**config.mk**
```make
export PLATFORM = sky130hd
export DESIGN_NAME = mul_add_16x51_flat
export DESIGN_NICKNAME = d
export VERILOG_FILES = /design/src/rtl/mul_add_16x51_pkg.sv /design/src/rtl/mul_add_16x51_if.sv /design/src/rtl/mul_add_16x51_stage.sv /design/src/rtl/mul_add_16x51.sv /design/src/flat_wrapper.sv
export SDC_FILE = /design/constraint.sdc
export NUM_CORES = 2
export LEC_CHECK = 0
export CORE_UTILIZATION = 35
export DETAILED_ROUTE_END_ITERATION = 8
export GPL_TIMING_DRIVEN = 0
export PLACE_DENSITY_LB_ADDON = 0.1
export REMOVE_ABC_BUFFERS = 1
export SLEW_MARGIN = 10
export SYNTH_ARGS = -nofsm -noshare
export SYNTH_HDL_FRONTEND = slang
export SYNTH_HIERARCHICAL = 1
export SYNTH_SLANG_ARGS = --single-unit
export TNS_END_PERCENT = 50
```
**constraint.sdc**
```tcl
create_clock -name clk -period 3.08 [get_ports clk]
set_input_delay 0.616 -clock clk [delete_from_list [all_inputs] [get_ports clk]]
set_output_delay 0.616 -clock clk [all_outputs]
set_load 0.005 [all_outputs]
```
**src/rtl/mul_add_16x51_pkg.sv**
```systemverilog
// Shared widths, vector types and a reference model for the Q*B + R
// shift-add multiply-accumulate pipeline.
package mul_add_pkg;

  localparam int unsigned WQ  = 16;
  localparam int unsigned WB  = 51;
  localparam int unsigned WP  = WQ + WB + 1;
  localparam int unsigned LAT = WQ + 1;

  typedef logic [WQ-1:0] q_t;
  typedef logic [WB-1:0] b_t;
  typedef logic [WP-1:0] p_t;

  // Reference result at full product width; WP bits cannot overflow.
  function automatic p_t golden_mul_add(input q_t q, input b_t b, input b_t r);
    return p_t'(q) * p_t'(b) + p_t'(r);
  endfunction

endpackage

```
**src/rtl/mul_add_16x51_if.sv**
```systemverilog
// Operand/result bundle for mul_add_16x51: valid-qualified operands in,
// valid-qualified product out, no backpressure.
interface mul_add_16x51_if;
  import mul_add_pkg::*;

  logic vin;
  q_t   Q;
  b_t   B;
  b_t   R;
  logic vout;
  p_t   Pout;

  modport master (
    output vin, Q, B, R,
    input  vout, Pout
  );

  modport slave (
    input  vin, Q, B, R,
    output vout, Pout
  );

endinterface

```
**src/rtl/mul_add_16x51_stage.sv**
```systemverilog
// One registered shift-add step: consumes the current multiplier MSB,
// doubles the accumulator and adds the multiplicand when that bit is set.
module mul_add_stage
  import mul_add_pkg::*;
(
  input  logic clk,
  input  logic reset,
  input  p_t   acc_i,
  input  q_t   q_i,
  input  b_t   b_i,
  input  b_t   r_i,
  input  logic v_i,
  output p_t   acc_o,
  output q_t   q_o,
  output b_t   b_o,
  output b_t   r_o,
  output logic v_o
);

  p_t   acc_q, acc_d;
  q_t   q_q, q_d;
  b_t   b_q, r_q;
  logic v_q;

  always_comb begin
    acc_d = acc_i << 1;
    if (q_i[WQ-1]) begin
      acc_d = acc_d + p_t'(b_i);
    end
    q_d = {q_i[WQ-2:0], 1'b0};
  end

  always_ff @(posedge clk or negedge reset) begin
    if (!reset) begin
      acc_q <= '0;
      q_q   <= '0;
      b_q   <= '0;
      r_q   <= '0;
      v_q   <= 1'b0;
    end else begin
      acc_q <= acc_d;
      q_q   <= q_d;
      b_q   <= b_i;
      r_q   <= r_i;
      v_q   <= v_i;
    end
  end

  assign acc_o = acc_q;
  assign q_o   = q_q;
  assign b_o   = b_q;
  assign r_o   = r_q;
  assign v_o   = v_q;

endmodule

```
**src/rtl/mul_add_16x51.sv**
```systemverilog
// Pipelined unsigned Q*B + R: capture register, WQ shift-add stages (MSB
// first), then a final remainder add. Latency WQ+1, one result per clock.
module mul_add_16x51
  import mul_add_pkg::*;
(
  input logic           clk,
  input logic           reset,
  mul_add_16x51_if.slave bus
);

  p_t   acc0_q;
  q_t   q0_q;
  b_t   b0_q, r0_q;
  logic v0_q;

  p_t   acc_s [1:WQ];
  q_t   q_s   [1:WQ];
  b_t   b_s   [1:WQ];
  b_t   r_s   [1:WQ];
  logic v_s   [1:WQ];

  p_t   pout_q, pout_d;
  logic vout_q;

  // Operands are captured every cycle; vin only rides alongside them.
  always_ff @(posedge clk or negedge reset) begin
    if (!reset) begin
      acc0_q <= '0;
      q0_q   <= '0;
      b0_q   <= '0;
      r0_q   <= '0;
      v0_q   <= 1'b0;
    end else begin
      acc0_q <= '0;
      q0_q   <= bus.Q;
      b0_q   <= bus.B;
      r0_q   <= bus.R;
      v0_q   <= bus.vin;
    end
  end

  genvar i;
  for (i = 1; i <= int'(WQ); i++) begin : g_stage
    p_t   acc_in;
    q_t   q_in;
    b_t   b_in, r_in;
    logic v_in;

    if (i == 1) begin : g_first
      assign acc_in = acc0_q;
      assign q_in   = q0_q;
      assign b_in   = b0_q;
      assign r_in   = r0_q;
      assign v_in   = v0_q;
    end else begin : g_rest
      assign acc_in = acc_s[i-1];
      assign q_in   = q_s[i-1];
      assign b_in   = b_s[i-1];
      assign r_in   = r_s[i-1];
      assign v_in   = v_s[i-1];
    end

    mul_add_stage u_stage (
      .clk   (clk),
      .reset (reset),
      .acc_i (acc_in),
      .q_i   (q_in),
      .b_i   (b_in),
      .r_i   (r_in),
      .v_i   (v_in),
      .acc_o (acc_s[i]),
      .q_o   (q_s[i]),
      .b_o   (b_s[i]),
      .r_o   (r_s[i]),
      .v_o   (v_s[i])
    );
  end

  always_comb begin
    pout_d = acc_s[WQ] + p_t'(r_s[WQ]);
  end

  always_ff @(posedge clk or negedge reset) begin
    if (!reset) begin
      pout_q <= '0;
      vout_q <= 1'b0;
    end else begin
      pout_q <= pout_d;
      vout_q <= v_s[WQ];
    end
  end

  assign bus.Pout = pout_q;
  assign bus.vout = vout_q;

endmodule

```
**src/flat_wrapper.sv**
```systemverilog
// flat-port wrapper written by rule: the top's interface ports become plain ports
module mul_add_16x51_flat import mul_add_pkg::*;
  (clk, reset, bus_vin, bus_Q, bus_B, bus_R, bus_vout, bus_Pout);
  mul_add_16x51_if bus_i ();
  input logic clk;
  input logic reset;
  input wire logic [$bits(bus_i.vin)-1:0] bus_vin;
  input wire logic [$bits(bus_i.Q)-1:0] bus_Q;
  input wire logic [$bits(bus_i.B)-1:0] bus_B;
  input wire logic [$bits(bus_i.R)-1:0] bus_R;
  output wire logic [$bits(bus_i.vout)-1:0] bus_vout;
  output wire logic [$bits(bus_i.Pout)-1:0] bus_Pout;
  assign bus_i.vin = bus_vin;
  assign bus_i.Q = bus_Q;
  assign bus_i.B = bus_B;
  assign bus_i.R = bus_R;
  assign bus_vout = bus_i.vout;
  assign bus_Pout = bus_i.Pout;
  mul_add_16x51 u_core (.clk(clk), .reset(reset), .bus(bus_i));
endmodule
```
==> results.cfg <==
[synthesis]
netlist_area_mm2 = 0.1363
netlist_instances = 11880
avgSynthCellArea_um2 = 11.47
yosys_warnings = 6

[pwr]
ir_drop_mv = 0.4769
power.leakage_nw = 69.53
cellPowerDensity_mw_per_mm2 = 1039
total_power_mw = 169.2

[timing]
setup_ws_ns = -0.1081
setup_tns_ns = -1.494
drv_slew = 0
rsz0062_at_grt = true
relSlewSlack_pct = 9.744
clock_skew_ns = 0.06752
hold_viol_final = 0
max_freq_ghz = 0.3137
setup_violations = 32
worst_pin_slew_ns = 1.341
timing.final.crit_share_pct = 103.5
min_period_ns = 3.188
hold-worst-slack_ns = 0.02836

[clock_tree]
clk_pin_slew_ns = 0.06
root_buffer = clkbuf_16
numCtsBuffers = 331
ctsLongestPathBuffers = 4
tritoncts = done
clk_latency_ns = 0.96
htreeDepth = 5
numClockSinks = 2873

[routing]
viasPerCell = 5.185
drt_iter0_markers = 5348
drt_drc_violations_left = 0
dr.pass1.iters = 6
ant_nets = 0
vias = 92430
avgRoutedWirePerCell_um = 20.59
wirelength_mm = 367.0

[run]
drv_cap = 0

[worst_setup_path]
r2r-end = u_core/g_stage[10].u_stage/acc_o[54]
r2r_cells = 13
crit_path_frequent_cell = a21oi_4
ff2ff_setup_slack_ns = -0.11
critical-path-max-stage-delay_ns = 0.52
endpoint_kind = register
critPathSlowestCell = a2111oi_4
cp.arrival_ns = 4.04
cp_cell_sequence = ha_1 > a21o_1 > nand4_1 > a2111oi_4 > buf_4 > o21ai_4 > a21oi_4 > o2111ai_4 > a21oi_4 > buf_12 > a31o_4 > and3_4 > xor2_1
worstPathRequired_ns = 3.93
r2r-start = u_core/g_stage[9].u_stage/b_o[2]
critPathKind = register to register
crit_fanout = 5
startpoint_type = register

[final_layout]
nNetsFinal = 13310
syn_to_final_growth_pct = 19.43
final_cell_mix = dfrtp_1 (2,847), a21oi_1 (902), nand2_1 (879)
final_cell_area_mm2 = 0.1628
layout-drive-gt1-share_pct = 20.19
final_common_cell = dfrtp_1

[floorplan]
die_x_um = 626.1
die-area_mm2 = 0.3920
rows = 228
ioPinCount = 190
core_area_mm2 = 0.3865
dieHeight_um = 626.1
start_util_pct = 35.27

[grt]
antenna_found_initial = 20
grt_pass1_wl_mm = 564.2
grt_start_max_net_pins = 177
track_usage_pct = 18.27
gr-total-overflow = 0
grt_pass1_vias = 98520

[hold_path]
hold_path.class = primary input to asynchronous set/reset pin

[placement]
port_buffers = 189
hpwl_mm = 274.3
gp_congestion = 1.006
place_area_mm2 = 0.1438

[outcome]
violations = negative setup slack
outcome = finished with violations
## worst max-delay path, delay by kind of cell (launching register included)
kind | cells | cell delay (ns)
buf+inv | 2 | 0.36
xor+xnor | 1 | 0.13
simple gates | 2 | 0.38
compound gates | 7 | 1.53
fa+ha+maj | 1 | 0.29
flops | 1 | 0.41
## routing by layer
metal	GRT usage, %	vias to the layer above	share of wire [%]
met4	10.64	0	6.2
met3	2.008	1027	2.9
met1	20.14	45690	39
met2	33.79	2097	52
li1	-	43610	-
met5	0	-	0
## sequential cells by signal, summed over array words and instances (netlist names)
signal	flops
u_core/bus.vout	1
u_core/b0_q	51
u_core/g_stage.u_stage/q_o	120
u_core/g_stage.u_stage/b_o	765
u_core/g_stage.r_in	51
u_core/g_stage.u_stage/r_o	816
u_core/bus.Pout	68
u_core/g_stage.q_in	16
u_core/g_stage.u_stage/v_o	16
u_core/g_stage.u_stage/acc_o	968
u_core/g_stage.v_in	1
## layout make-up
type / count / area (µm²)
Tap cell: 5175 / 6475
Clock inverter: 138 / 1769
Multi-Input combinational cell: 8418 / 66760
Clock buffer: 468 / 9580
Fill cell: 35390 / 223700
Sequential cell: 2873 / 71970
Inverter: 251 / 942.2
Timing Repair Buffer: 445 / 5180
Antenna cell: 57 / 142.6
## worst max-delay path by stage
stage / from / to / slack (ns) / cells after the start
2_1_floorplan: u_core/g_stage[9].u_stage/q_o[15] / u_core/g_stage[10].u_stage/acc_o[35] / 0.26 / 3
3_3_place_gp: reset / u_core/g_stage[1].u_stage/v_o / -123.23 / 1
3_5_place_dp: reset / u_core/g_stage[1].u_stage/acc_o[42] / -2.23 / 7
4_1_cts: u_core/g_stage[15].u_stage/b_o[1] / u_core/g_stage[16].u_stage/acc_o[43] / -0.19 / 14
5_1_grt: u_core/g_stage[10].u_stage/b_o[1] / u_core/g_stage[11].u_stage/acc_o[43] / -0.22 / 13
6_report: u_core/g_stage[9].u_stage/b_o[2] / u_core/g_stage[10].u_stage/acc_o[54] / -0.11 / 13
## timing repair
item,4_1_cts,5_1_grt
cloned,9,1
endpoints found under the setup margin,1211,725
hold buffers,13,5
pin swaps,189,281
buffers inserted,83,117
gates resized for setup,532,545
endpoints found under the hold margin,96,76
## per-stage QoR
step | std cells | worst slack [ns] | util, %
3_3_place_gp | 16910 | -123.23 | 36.95
5_1_grt | 17820 | -0.2241 | 42.12
3_5_place_dp | 16940 | -2.231 | 37.19
2_1_floorplan | 11540 | 0.2587 | -
4_1_cts | 17650 | -0.1908 | 41.19
6_report | 17830 | -0.1081 | 42.12
## where the power goes
part	total [mW]	internal, mW	switching, mW
Clock	40.1	24.0	16.1
Sequential	51.2	45.6	5.51
Combinational	77.9	33.3	44.6
(Power assumes the default switching activity.)
